<file path="src/rtl/div32_seq.sv">
// Iterative restoring divider for RV32M DIV/DIVU/REM/REMU, one quotient bit per cycle.
// Optional macro DIV_EARLY_OUT_EN: divide-by-zero and signed overflow skip the iteration phase.
`timescale 1ns/1ps

module div32_seq #(
  parameter int WIDTH = 32,
  parameter int CNT_W = 6
) (
  input  logic             clk,
  input  logic             rst,
  input  logic             start,
  input  logic [1:0]       op,
  input  logic [WIDTH-1:0] a,
  input  logic [WIDTH-1:0] b,
  output logic             busy,
  output logic             done,
  output logic [WIDTH-1:0] result,
  output logic             div_by_zero,
  output logic [1:0]       dbg_state_o
);

  // Handshake: start is accepted only in IDLE. busy stays high from the cycle after
  // accept through the done cycle. done is a one-cycle pulse with result/div_by_zero
  // valid, and both stay held afterwards until the next operation completes.
  localparam logic [1:0] S_IDLE   = 2'd0;
  localparam logic [1:0] S_CALC   = 2'd1;
  localparam logic [1:0] S_FINISH = 2'd2;

  localparam logic [WIDTH-1:0] MIN_INT  = {1'b1, {(WIDTH-1){1'b0}}};
  localparam logic [WIDTH-1:0] ALL_ONES = {WIDTH{1'b1}};
  localparam logic [WIDTH-1:0] ZERO     = {WIDTH{1'b0}};

  logic [1:0]       state_q, state_d;
  logic [CNT_W-1:0] cnt_q, cnt_d;
  logic [WIDTH-1:0] rem_q, rem_d;
  logic [WIDTH-1:0] dvd_q, dvd_d;
  logic [WIDTH-1:0] dsr_q, dsr_d;
  logic [WIDTH-1:0] a_q, a_d;
  logic [1:0]       op_q, op_d;
  logic             negq_q, negq_d;
  logic             negr_q, negr_d;
  logic             bz_q, bz_d;
  logic             ovf_q, ovf_d;
  logic [WIDTH-1:0] result_q, result_d;
  logic             dbz_q, dbz_d;

  logic             a_neg, b_neg;
  logic [WIDTH-1:0] a_abs, b_abs;
  logic             b_zero, ovf_in;
  logic [WIDTH:0]   shifted;
  logic [WIDTH+1:0] trial;
  logic             q_bit;
  logic [WIDTH-1:0] rem_next;
  logic [WIDTH-1:0] quot_fix, rem_fix;
  logic [WIDTH-1:0] fin_res;

  // Operand conditioning at accept; MIN_INT stays MIN_INT and is then read as unsigned.
  assign a_neg  = ~op[1] & a[WIDTH-1];
  assign b_neg  = ~op[1] & b[WIDTH-1];
  assign a_abs  = a_neg ? (ZERO - a) : a;
  assign b_abs  = b_neg ? (ZERO - b) : b;
  assign b_zero = (b == ZERO);
  assign ovf_in = ~op[1] & (a == MIN_INT) & (b == ALL_ONES);

  // One restoring step; the top bit of trial is the borrow.
  assign shifted  = {rem_q, dvd_q[WIDTH-1]};
  assign trial    = {1'b0, shifted} - {2'b00, dsr_q};
  assign q_bit    = ~trial[WIDTH+1];
  assign rem_next = q_bit ? WIDTH'(trial) : shifted[WIDTH-1:0];

  always_comb begin
    quot_fix = negq_q ? (ZERO - dvd_q) : dvd_q;
    rem_fix  = negr_q ? (ZERO - rem_q) : rem_q;
    if (bz_q) begin
      quot_fix = ALL_ONES;
      rem_fix  = a_q;
    end else if (ovf_q) begin
      quot_fix = MIN_INT;
      rem_fix  = ZERO;
    end
    fin_res = op_q[0] ? rem_fix : quot_fix;
  end

  always_comb begin
    state_d  = state_q;
    cnt_d    = cnt_q;
    rem_d    = rem_q;
    dvd_d    = dvd_q;
    dsr_d    = dsr_q;
    a_d      = a_q;
    op_d     = op_q;
    negq_d   = negq_q;
    negr_d   = negr_q;
    bz_d     = bz_q;
    ovf_d    = ovf_q;
    result_d = result_q;
    dbz_d    = dbz_q;
    case (state_q)
      S_IDLE: begin
        if (start) begin
          op_d    = op;
          a_d     = a;
          dvd_d   = a_abs;
          dsr_d   = b_abs;
          rem_d   = ZERO;
          negq_d  = ~op[1] & (a[WIDTH-1] ^ b[WIDTH-1]);
          negr_d  = a_neg;
          bz_d    = b_zero;
          ovf_d   = ovf_in;
          cnt_d   = CNT_W'(WIDTH - 1);
          state_d = S_CALC;
`ifdef DIV_EARLY_OUT_EN
          if (b_zero || ovf_in) begin
            state_d = S_FINISH;
          end
`else
`endif
        end
      end
      S_CALC: begin
        rem_d = rem_next;
        dvd_d = {dvd_q[WIDTH-2:0], q_bit};
        if (cnt_q == '0) begin
          state_d = S_FINISH;
        end else begin
          cnt_d = cnt_q - CNT_W'(1);
        end
      end
      S_FINISH: begin
        result_d = fin_res;
        dbz_d    = bz_q;
        state_d  = S_IDLE;
      end
      default: state_d = S_IDLE;
    endcase
  end

  always_ff @(posedge clk or posedge rst) begin
    if (rst) begin
      state_q  <= S_IDLE;
      cnt_q    <= '0;
      rem_q    <= '0;
      dvd_q    <= '0;
      dsr_q    <= '0;
      a_q      <= '0;
      op_q     <= '0;
      negq_q   <= 1'b0;
      negr_q   <= 1'b0;
      bz_q     <= 1'b0;
      ovf_q    <= 1'b0;
      result_q <= '0;
      dbz_q    <= 1'b0;
    end else begin
      state_q  <= state_d;
      cnt_q    <= cnt_d;
      rem_q    <= rem_d;
      dvd_q    <= dvd_d;
      dsr_q    <= dsr_d;
      a_q      <= a_d;
      op_q     <= op_d;
      negq_q   <= negq_d;
      negr_q   <= negr_d;
      bz_q     <= bz_d;
      ovf_q    <= ovf_d;
      result_q <= result_d;
      dbz_q    <= dbz_d;
    end
  end

  // The finished value is visible combinationally in the done cycle and registered on exit.
  assign busy        = (state_q != S_IDLE);
  assign done        = (state_q == S_FINISH);
  assign result      = done ? fin_res : result_q;
  assign div_by_zero = done ? bz_q : dbz_q;
  assign dbg_state_o = state_q;

endmodule
</file>
<file path="config.mk">
export PLATFORM = sky130hd
export DESIGN_NAME = div32_seq
export DESIGN_NICKNAME = d
export VERILOG_FILES = /design/src/rtl/div32_seq.sv
export SDC_FILE = /design/constraint.sdc
export NUM_CORES = 1
export LEC_CHECK = 0
export CAP_MARGIN = 15
export CORE_ASPECT_RATIO = 1.4
export CORE_MARGIN = 5
export CORE_UTILIZATION = 28
export CTS_BUF_LIST = sky130_fd_sc_hd__clkbuf_2 sky130_fd_sc_hd__clkbuf_4 sky130_fd_sc_hd__clkbuf_8
export DETAILED_ROUTE_END_ITERATION = 8
export MAX_ROUTING_LAYER = met4
export PLACE_DENSITY_LB_ADDON = 0.25
export SYNTH_ARGS = -nofsm -noshare
export SYNTH_HDL_FRONTEND = slang
export SYNTH_SLANG_ARGS = --single-unit
</file>
<file path="constraint.sdc">
create_clock -name clk -period 11.5 [get_ports clk]
set_input_delay 1.15 -clock clk [delete_from_list [all_inputs] [get_ports clk]]
set_output_delay 1.15 -clock clk [all_outputs]
set_load 0.02 [all_outputs]
</file>
==> run metrics <==
status=completed; hold_buf cts=0; Simple-Gate Fraction of Synth Area=0.184; Final Max Tran Viols=0; clk buf depth=2; CTS root buf=clkbuf_8; Worst Setup End Kind=output pin; PortBufs=105; routability cong.=between 0.8 and 0.9; vias=10400; skew final=between 0.015 and 0.02 ns; Slowest cell on crit path=nor2_2; Lkg Pwr=approximately 5.6 nW; clk slew on worst S/H paths=0.10 ns; kind of critical path=reg2out; Worst-Margin Slew=1.08 ns; # setup viols final=0; IO Pins=roughly 110; First DRT Iteration DRCs=612; reg-to-reg endpoint=rem_q[2]; Post-Synth XOR/XNOR Area=0.110; syn_area_per_cell=between 8 and 9 µm²; post-synthesis mux area share=0.0273; H-Tree Depth=4; area share of the largest cell type after synthesis=0.369; Critical Path AT=4.16 ns; setup_tns=0 ns; postcts setup bufs=0; Max-Cap Viols=0; row cnt=89; CTS tree=built; startpoint types=flip-flop; dpl hpwl=27400 µm; Rel. slew slack=0.282; Min-Delay Path Depth=2; first-pass GRT wire length=58900 µm; max incr delay on CP=1.07 ns; Crit Path Max Fanout=25; Nets=1583; FF+latch count, synth=~170; share of cells above drive strength 1=0.0619; vias in the first global route=10400; Tcrit/Tclk final=0.462; Starting Density=0.281; CP cell instances=clkinv_1 -> nor2_2 -> a222oi_1 -> o21ai_0 -> clkdlybuf4s50_1; Max Freq=188 MHz; Total GRT Usage=0.164; Hold WS=0.476 ns; clock buffer count from CTS=17; chip height=between 200 and 300 µm; First-pass DRT Iterations=5; CP required=roughly 10 ns; RSZ-0062 raised after global routing=false; Mapped Area=0.0118 mm²; synth warn=0; Gate Count Post-Synth=1404; largest family of logic cells by synthesized area=compound AO/OA/AOI/OAI gates; total gr overflow=0; Tmin final=5.31 ns; dominant cells by area after synthesis=dfrtp_1, nand2_1, xnor2_1, o21ai_0, xor2_1; VDD IR max=a little over 70 µV; routed vias/inst=5.10; Fill cells=4370; Top FF cell, synth=dfrtp_1; pin count of the biggest net entering global routing=73; Core ar.=0.0420 mm²; EDFF count, synth=0; routed length per placed instance=18.1 µm; die width=184 µm; DRC viols=0; synth unique cells=78; hold_sp=result_q[31]; post-synthesis adder-cell area fraction=0.0430; Final ANT Viol Nets=0; Compound-Gate Fraction of Synth Area=0.226; FFs w/ async S/R, synth=1.00; worst-skew pair later-pin latency=0.51 ns; R2R depth=12; register area share after synthesis=0.369; Layout area overhead=16.8%; WHS Endpoint=result_q[31]; WL met2=17700 µm; Synth area leader=dfrtp_1; Clock Sinks=174; initial antenna violation count=1; Max Used Layer=met4; Metal-1 WL=16800 µm; met3 routed WL=1180 µm; R2R setup slack=7.73 ns; final wirelength=36800 µm; pwr/cell area=81.7 mW/mm²; Die ar.=0.0464 mm²; syn_nets=around 1500; Final Hold Fails=0; FF-to-FF Start=rem_q[0]; post-CTS sizing=0; Hold WC Path Type=reg2reg
-- cell usage in the layout, fill, tap and decap left out, types with 10 or more instances in the layout --
| cell type | Yosys | routed |
|---|---|---|
| or3_1 | 12 | 12 |
| nand2b_1 | 13 | 12 |
| clkbuf_8 | 0 | 18 |
| a21oi_1 | 80 | 80 |
| mux2i_1 | 30 | 30 |
| xnor2_1 | 85 | 85 |
| a21o_1 | 15 | 15 |
| inv_1 | 53 | 52 |
| nor3_1 | 20 | 20 |
| nor4_1 | 11 | 11 |
| or4_1 | 11 | 11 |
| xor2_1 | 63 | 63 |
| nand3_1 | 43 | 43 |
| buf_4 | 1 | 18 |
| a22oi_1 | 35 | 35 |
| o21ai_0 | 135 | 135 |
| nor2_1 | 68 | 66 |
| clkdlybuf4s50_1 | 0 | 105 |
| dfrtp_1 | 174 | 174 |
| nand4_1 | 11 | 11 |
| nor2b_1 | 11 | 10 |
| o41ai_1 | 14 | 14 |
| nand2_1 | 226 | 225 |
| ha_1 | 39 | 39 |
| o31ai_1 | 25 | 25 |
| o21ai_1 | 39 | 39 |
-- stage by stage --
step | setup WS (ns) | total power, mW | instances | area, µm² | utilization
after detailed placement | 6.67 | 0.712 | 2001 | 13400 | 0.319
after floorplan | 5.63 | 0.661 | 1404 | 11800 | -
after global routing | 5.90 | 1.17 | 2034 | 13800 | 0.328
final | 6.19 | 1.13 | 2034 | 13800 | 0.328
after global placement | 6.74 | 0.712 | 2001 | 13400 | 0.319
after CTS | 6.11 | 1.14 | 2033 | 13800 | 0.328
-- layer usage --
layer | global-route usage | vias up
met3 | 0.0184 | 45
met1 | 0.213 | 4964
met2 | 0.262 | 219
met4 | 0.0654 | 0
li1 | - | 5143
met5 | - | -
-- Yosys cell counts, types with 11 or more instances --
cell	count
nand2_1	226
dfrtp_1	174
o21ai_0	135
xnor2_1	85
a21oi_1	80
nor2_1	68
clkbuf_1	63
xor2_1	63
inv_1	53
nand3_1	43
ha_1	39
o21ai_1	39
a22oi_1	35
mux2i_1	30
o31ai_1	25
nor3_1	20
a21o_1	15
o41ai_1	14
nand2b_1	13
or3_1	12
nand4_1	11
nor2b_1	11
nor4_1	11
or4_1	11
-- kinds of logic (layout without fill, tap and decap cells) --
kind of cell	after synthesis	count (layout)
other	0	1
flip-flops	174	174
AO/OA/AOI/OAI	422	422
adder cells (fa/ha/maj)	40	40
AND/OR/NAND/NOR	462	462
buffers and inverters	126	209
XOR/XNOR	148	148
multiplexers	32	32
-- where the power goes --
group	internal, mW	switching [mW]	total, mW
Clock	0.183	0.246	0.429
Combinational	0.0376	0.0495	0.0871
Sequential	0.611	0	0.611
Total	0.832	0.296	1.13
-- critical path, delay by kind of cell, from the launching register on --
kind                   cells  cell delay [ns]
AO/OA/AOI/OAI              2             0.64
buffers and inverters      2             1.34
flip-flops                 1             0.59
AND/OR/NAND/NOR            1             1.07
-- worst max-delay path by stage --
stage | from | end | slack, ns | depth (start not counted)
2_1_floorplan | rst | a_q[0] | 5.63 | 1
3_3_place_gp | op_q[0] | result[9] | 6.74 | 5
3_5_place_dp | op_q[0] | result[9] | 6.67 | 5
4_1_cts | op_q[0] | result[9] | 6.11 | 5
5_1_grt | op_q[0] | result[4] | 5.90 | 5
6_report | op_q[0] | result[9] | 6.19 | 5
-- state kept, by name (all words and copies together), names as in the netlist --
signal	count
a_q	32
bz_q	1
cnt_q	6
dbg_state_o	2
dbz_q	1
dsr_q	32
dvd_q	32
negq_q	1
negr_q	1
op_q	1
ovf_q	1
rem_q	32
result_q	32
-- area by class of cell --
type                       instances  area, µm²  area share
timing repair buffer             123       1190      0.0860
antenna                            1       2.50    0.000181
clock buffer                      20        263      0.0191
inverter                          54        208      0.0151
tap                              546        683      0.0495
clock inverter                    12        111     0.00808
sequential                       174       4350       0.316
multi-input combinational       1104       6980       0.506
Note: power is estimated with default switching activity, not from simulation.
